[src/rtl/sr_cmd_driver.sv]
// ---------------------------------------------------------------------------
// SrCmdDriver -- upstream command driver for the SR latch.
//
// Two raw, bouncy push buttons are synchronised, debounced and turned into
// clean, registered, fixed-length set/reset pulses. The s and r outputs are
// never asserted together. Requests that arrive at the same moment are
// rejected and reported on a one-cycle conflict pulse.
//
// Parameters:
//   DEB_CYCLES : consecutive differing synchronised samples needed before
//                the debounced level flips (2 .. 2**CNT_W-1)
//   CNT_W      : width of each debounce counter
//   PULSE_LEN  : cycles that s or r stays high per accepted command (1..15)
//
// Ports:
//   clk      in   rising-edge clock
//   reset    in   asynchronous, active-high reset
//   btn_s    in   raw set button, asynchronous to clk
//   btn_r    in   raw reset button, asynchronous to clk
//   s        out  registered set pulse to the latch
//   r        out  registered reset pulse to the latch
//   busy     out  high while a pulse or the guard gap is in progress
//   conflict out  one-cycle pulse when simultaneous set/reset is rejected
// ---------------------------------------------------------------------------
module sr_cmd_driver #(
    parameter int DEB_CYCLES = 4,
    parameter int CNT_W      = 3,
    parameter int PULSE_LEN  = 2
) (
    input  logic clk,
    input  logic reset,
    input  logic btn_s,
    input  logic btn_r,
    output logic s,
    output logic r,
    output logic busy,
    output logic conflict
);

    typedef enum logic [1:0] {
        IDLE    = 2'd0,
        DRIVE_S = 2'd1,
        DRIVE_R = 2'd2,
        GAP     = 2'd3
    } state_t;

    localparam logic [CNT_W-1:0] DEB_LAST   = CNT_W'(DEB_CYCLES - 1);
    localparam logic [3:0]       PULSE_LAST = 4'(PULSE_LEN - 1);

    // Channel index 0 is the set button and index 1 is the reset button.
    logic [1:0]       r_sync1;
    logic [1:0]       r_sync2;
    logic [1:0]       r_deb;
    logic [1:0]       r_debPrev;
    logic [CNT_W-1:0] r_cnt [2];
    logic [1:0]       r_pend;

    state_t           r_state;
    logic [3:0]       r_pcnt;
    logic             r_s;
    logic             r_r;
    logic             r_busy;
    logic             r_conflict;

    logic [1:0]       w_rise;
    logic             w_reqS;
    logic             w_reqR;
    state_t           w_nextState;
    logic [3:0]       w_nextPcnt;
    logic             w_conflict;
    logic [1:0]       w_consume;

    // Two-flop synchroniser and debouncer per channel. Any sample that
    // agrees with the debounced level restarts the count, so only a run of
    // DEB_CYCLES consecutive differing samples flips the level. The counter
    // clears when the level flips and saturates rather than wrapping.
    always_ff @(posedge clk or posedge reset) begin
        if (reset) begin
            r_sync1   <= '0;
            r_sync2   <= '0;
            r_deb     <= '0;
            r_debPrev <= '0;
            r_cnt[0]  <= '0;
            r_cnt[1]  <= '0;
        end else begin
            r_sync1   <= {btn_r, btn_s};
            r_sync2   <= r_sync1;
            r_debPrev <= r_deb;
            for (int i = 0; i < 2; i++) begin
                if (r_sync2[i] == r_deb[i]) begin
                    r_cnt[i] <= '0;
                end else if (r_cnt[i] == DEB_LAST) begin
                    r_deb[i] <= ~r_deb[i];
                    r_cnt[i] <= '0;
                end else if (r_cnt[i] != '1) begin
                    r_cnt[i] <= r_cnt[i] + CNT_W'(1);
                end
            end
        end
    end

    // Only a rising debounced level is a command; releasing a button does
    // nothing. In IDLE a fresh edge and a held-over pending request count
    // the same.
    assign w_rise = r_deb & ~r_debPrev;
    assign w_reqS = w_rise[0] | r_pend[0];
    assign w_reqR = w_rise[1] | r_pend[1];

    // Pending flags remember one command per channel that arrives while a
    // pulse or gap is running. Extra presses while a flag is already set are
    // dropped. Flags are only consumed from IDLE, so set and clear never
    // coincide.
    always_ff @(posedge clk or posedge reset) begin
        if (reset) begin
            r_pend <= '0;
        end else begin
            for (int i = 0; i < 2; i++) begin
                if ((r_state != IDLE) && w_rise[i]) begin
                    r_pend[i] <= 1'b1;
                end else if (w_consume[i]) begin
                    r_pend[i] <= 1'b0;
                end
            end
        end
    end

    // Next-state logic. Simultaneous requests in IDLE are both thrown away
    // and flagged. A drive state holds for PULSE_LEN cycles using the pulse
    // counter, and GAP forces one quiet cycle before the next command.
    always_comb begin
        w_nextState = r_state;
        w_nextPcnt  = r_pcnt;
        w_conflict  = 1'b0;
        w_consume   = 2'b00;
        case (r_state)
            IDLE: begin
                w_nextPcnt = '0;
                if (w_reqS && w_reqR) begin
                    w_conflict = 1'b1;
                    w_consume  = 2'b11;
                end else if (w_reqS) begin
                    w_nextState = DRIVE_S;
                    w_consume   = 2'b01;
                end else if (w_reqR) begin
                    w_nextState = DRIVE_R;
                    w_consume   = 2'b10;
                end
            end
            DRIVE_S, DRIVE_R: begin
                if (r_pcnt == PULSE_LAST) begin
                    w_nextState = GAP;
                    w_nextPcnt  = '0;
                end else begin
                    w_nextPcnt = r_pcnt + 4'd1;
                end
            end
            GAP: begin
                w_nextState = IDLE;
            end
            default: begin
                w_nextState = IDLE;
                w_nextPcnt  = '0;
            end
        endcase
    end

    // State register. The outputs are decoded from the next state so that
    // they are true flops aligned with the state they describe.
    always_ff @(posedge clk or posedge reset) begin
        if (reset) begin
            r_state    <= IDLE;
            r_pcnt     <= '0;
            r_s        <= 1'b0;
            r_r        <= 1'b0;
            r_busy     <= 1'b0;
            r_conflict <= 1'b0;
        end else begin
            r_state    <= w_nextState;
            r_pcnt     <= w_nextPcnt;
            r_s        <= (w_nextState == DRIVE_S);
            r_r        <= (w_nextState == DRIVE_R);
            r_busy     <= (w_nextState != IDLE);
            r_conflict <= w_conflict;
        end
    end

    assign s        = r_s;
    assign r        = r_r;
    assign busy     = r_busy;
    assign conflict = r_conflict;

endmodule

[config.mk]
export PLATFORM = sky130hd
export DESIGN_NAME = sr_cmd_driver
export DESIGN_NICKNAME = d
export VERILOG_FILES = /design/src/rtl/sr_cmd_driver.sv
export SDC_FILE = /design/constraint.sdc
export NUM_CORES = 1
export LEC_CHECK = 0
export CAP_MARGIN = 10
export CELL_PAD_IN_SITES_DETAIL_PLACEMENT = 0
export CELL_PAD_IN_SITES_GLOBAL_PLACEMENT = 1
export CORE_ASPECT_RATIO = 1.2
export CORE_MARGIN = 2
export CORE_UTILIZATION = 48
export DETAILED_ROUTE_END_ITERATION = 12
export GPL_ROUTABILITY_DRIVEN = 0
export PLACE_DENSITY = 0.88
export SLEW_MARGIN = 10
export SYNTH_ARGS = -nofsm -noshare
export SYNTH_HDL_FRONTEND = slang
export SYNTH_SLANG_ARGS = --single-unit
export TNS_END_PERCENT = 50
[constraint.sdc]
create_clock -name clk -period 4.4 [get_ports clk]
set_clock_uncertainty 0.2 [all_clocks]
set_input_delay 0.88 -clock clk [delete_from_list [all_inputs] [get_ports clk]]
set_output_delay 0.88 -clock clk [all_outputs]
set_load 0.01 [all_outputs]
==> insert_results.sql <==
INSERT INTO impl_metrics (metric_group, metric, value, unit) VALUES
('run_status', 'outcome', 'finished clean', ''),
('timing', 'maxSlewHeadroom', '38.7', '%'),
('grt', 'antenna_found_initial', '0', ''),
('grt', 'grt_first_pass_wirelength', '2810', 'microns'),
('layout', 'syn_to_final_growth', '11.9', '%'),
('grt', 'global_route.usage.total', '14.2', '%'),
('clocking', 'insertion_delay', '0.30', 'ns'),
('power', 'leakagePower', '0.598', 'nW'),
('job', 'drv_cap', '0', ''),
('timing', 'fmaxAchievable', '0.441', 'GHz'),
('yosys', 'synth_seq_cells', '26', ''),
('critical_path', 'cp_max_fo', '1', ''),
('place', 'dp_worst_setup_slack', '2.15', 'ns'),
('layout', 'stdcell_count', '134', ''),
('clocking', 'clock-sinks', '26', ''),
('yosys', 'syn-mean-instance-area', '11.9', 'sq um'),
('place', 'place.detailed.instances', '131', ''),
('place', 'detailed_place_hpwl', '1160', 'microns'),
('clocking', 'cts_resized', '0', ''),
('critical_path', 'crit_required', '3.32', 'ns'),
('yosys', 'synth_area', '1110', 'sq um'),
('routing', 'via_count', '656', ''),
('yosys', 'syn-instance-count', '93', ''),
('yosys', 'yosys_warnings', '0', ''),
('layout', 'final_cell_area', '1240', 'sq um'),
('timing', 'final-max-slew-violation-count', '0', ''),
('timing', 'report.final.hold_viol_count', '0', ''),
('place', 'numPortBuffers', '7', ''),
('critical_path', 'endpoint_kind', 'output pin', ''),
('floorplan', 'floorplan.initialDensity', '49.6', '%'),
('critical_path', 'cp_top_family', 'buffers and inverters', ''),
('place', 'placed_area', '1220', 'sq um'),
('routing', 'wl_per_cell', '11.7', 'microns'),
('timing', 'fin_ws', '2.13', 'ns'),
('critical_path', 'worst-path-buf-inv', '1', ''),
('timing', 'final-setup-viol-count', '0', ''),
('floorplan', 'number_of_core_rows', '19', ''),
('critical_path', 'timing.critical_path.arrival', '1.19', 'ns'),
('floorplan', 'core_area', '2230', 'sq um'),
('routing', 'count_of_tritonroute_iterations_in_the_first_routing_pass', '4', ''),
('layout', 'finish.net_count', '116', ''),
('routing', 'detailedRoute.firstIterationViolations', '11', ''),
('critical_path', 'critical-path-max-stage-delay', '0.54', 'ns'),
('timing', 'final.setup.tns', '0', 'ns'),
('grt', 'globalRoute.totalOverflow', '0', ''),
('clocking', 'h-tree-depth', '1', ''),
('routing', 'finalWirelength', '1560', 'microns'),
('yosys', 'mapped_nets', '104', ''),
('yosys', 'ys_seq_area_share', '58.7', '%'),
('clocking', 'post_cts_setup_inserts', '0', ''),
('clocking', 'cts_tree', 'yes', ''),
('timing', 'grt_setup_unrepaired', 'no', ''),
('critical_path', 'crit_path_top_delay_cell', 'sky130_fd_sc_hd__clkdlybuf4s50_1', ''),
('floorplan', 'die_x', '47.9', 'microns'),
('layout', 'ratio_of_cells_with_drive_above_1_in_the_final_layout', '11.7', '%'),
('critical_path', 'startpoint_type', 'flop', ''),
('clocking', 'clock_path_buffers', '2', ''),
('timing', 'finalCriticalPeriod', '2.27', 'ns'),
('floorplan', 'num_io_pins', '8', ''),
('clocking', 'cts-root-buf', 'sky130_fd_sc_hd__clkbuf_4', ''),
('grt', 'grt_start_max_net_pins', '27', ''),
('routing', 'drcViolationCount', '0', ''),
('routing', 'ant_nets', '0', ''),
('layout', 'n_antenna_cell', '0', ''),
('clocking', 'clkSlewWorstSetupHoldPaths', '0.12', 'ns'),
('timing', 'worst_slew_pin_slew', '0.919', 'ns'),
('power', 'p_per_area', '641', 'nW/um^2'),
('critical_path', 'cp_cell_sequence', 'clkdlybuf4s50_1', ''),
('layout', 'finish.utilization', '55.5', '%'),
('clocking', 'cts_buffers', '3', ''),
('floorplan', 'floorplan.die_area', '2710', 'sq um'),
('grt', 'number_of_global_route_vias_before_repair', '671', ''),
('floorplan', 'die_height', '56.6', 'microns'),
('yosys', 'netlist-cell-type-count', '23', ''),
('timing', 'period_share', '51.5', '%'),
('clocking', 'cts.hold.buffers_added', '0', ''),
('routing', 'routed_via_density', '4.90', ''),
('critical_path', 'setup.worst_path.class', 'flop to output pin', ''),
('power', 'worst_ir_drop_vdd', '391', 'uV'),
('worst_hold_path', 'min_delay_worst_type', 'flop to flop', '');
## per-layer routing
layer | share of wire, % | global-route usage, % | wire length (microns)
met4 | 0.90 | 3.47 | 14
met2 | 47 | 21.5 | 730
met1 | 50 | 20.6 | 781
met5 | 0 | 0 | 0
met3 | 2.3 | 2.89 | 36
## worst paths after layout
check                      slack [ns]           end  cells after the start  startpoint
setup reg to reg                 2.77          busy                      5  r_state[0]
setup / recovery                 2.13             r                      1           r
hold reg to reg                  0.17    r_sync2[0]                      0  r_sync1[0]
max in group asynchronous        2.57     r_pcnt[1]                      2       reset
min in group asynchronous        0.87  r_debPrev[0]                      2       reset
hold / removal                   0.17    r_sync2[0]                      0  r_sync1[0]
## stage by stage
step,total power (W),hold WS [ns]
2_1_floorplan,0.000622,0.131
3_3_place_gp,0.000695,0.136
6_report,0.000795,0.165
3_5_place_dp,0.000713,0.140
4_1_cts,0.000807,0.169
5_1_grt,0.000862,0.178
## synth_stat cells
master	n	area share, %
sky130_fd_sc_hd__dfrtp_1	26	59
sky130_fd_sc_hd__nor2b_1	9	5.1
sky130_fd_sc_hd__ha_1	7	7.9
sky130_fd_sc_hd__inv_1	6	2.0
sky130_fd_sc_hd__nand2_1	6	2.0
sky130_fd_sc_hd__nor2_1	6	2.0
sky130_fd_sc_hd__a21o_1	4	2.7
sky130_fd_sc_hd__a21oi_1	3	1.4
sky130_fd_sc_hd__a21oi_2	3	2.4
sky130_fd_sc_hd__nand3_1	3	1.4
sky130_fd_sc_hd__a211oi_1	2	1.4
sky130_fd_sc_hd__mux2_2	2	2.0
sky130_fd_sc_hd__nand2b_1	2	1.1
sky130_fd_sc_hd__o21ai_0	2	0.90
sky130_fd_sc_hd__o21ai_1	2	0.90
sky130_fd_sc_hd__o22ai_2	2	2.3
sky130_fd_sc_hd__xnor2_1	2	1.6
sky130_fd_sc_hd__a22o_1	1	0.79
sky130_fd_sc_hd__and3_2	1	0.68
sky130_fd_sc_hd__nor3_1	1	0.45
sky130_fd_sc_hd__nor3b_2	1	1.1
sky130_fd_sc_hd__o31ai_1	1	0.68
sky130_fd_sc_hd__or2_1	1	0.56
## worst register-to-register path: cells and delay by family (launching register included)
family | cells | cell delay (ns)
and+or+nand+nor | 2 | 0.38
AOI/OAI and AO/OA | 1 | 0.10
DFF | 1 | 0.44
adders and majority gates | 1 | 0.34
buffers and inverters | 1 | 0.08
## report_power, final
| part | internal [W] | switching (W) |
|---|---|---|
| Clock | 0.0000319 | 0.0000592 |
| Sequential | 0.000314 | 0.0000552 |
| Combinational | 0.000164 | 0.000170 |
## placed cells by master, fill, tap and decap left out, types with 3 or more instances in the layout
cell type and n:
sky130_fd_sc_hd__dfrtp_1 26, sky130_fd_sc_hd__nor2b_1 9, sky130_fd_sc_hd__ha_1 7, sky130_fd_sc_hd__clkdlybuf4s50_1 7, sky130_fd_sc_hd__nor2_1 6, sky130_fd_sc_hd__inv_1 6
sky130_fd_sc_hd__nand2_1 6, sky130_fd_sc_hd__a21o_1 4, sky130_fd_sc_hd__nand3_1 3, sky130_fd_sc_hd__a21oi_2 3, sky130_fd_sc_hd__a21oi_1 3, sky130_fd_sc_hd__clkbuf_4 3
## logic make-up after synthesis
logic type / synth area share, %
xor+xnor: 1.58
fa+ha+maj: 7.90
flops: 58.7
mux: 2.03
compound gates: 13.3
buf+inv: 2.03
simple gates: 14.4
## cell type report
cell class | instances | area (sq um)
Multi-Input combinational cell | 61 | 435
Inverter | 6 | 22.5
Tap cell | 31 | 38.8
Clock buffer | 3 | 22.5
Timing Repair Buffer | 7 | 70.1
Sequential cell | 26 | 651
Fill cell | 210 | 995
## registers in the layout, summed over array words and instances, names as in the netlist
name	flops
r_pend	2
r_sync1	2
busy	1
r_cnt	6
r_deb	2
r_sync2	2
r_debPrev	2
s	1
conflict	1
r_pcnt	4
r	1
r_state	2
No activity file was read; power rests on OpenSTA's default activity.
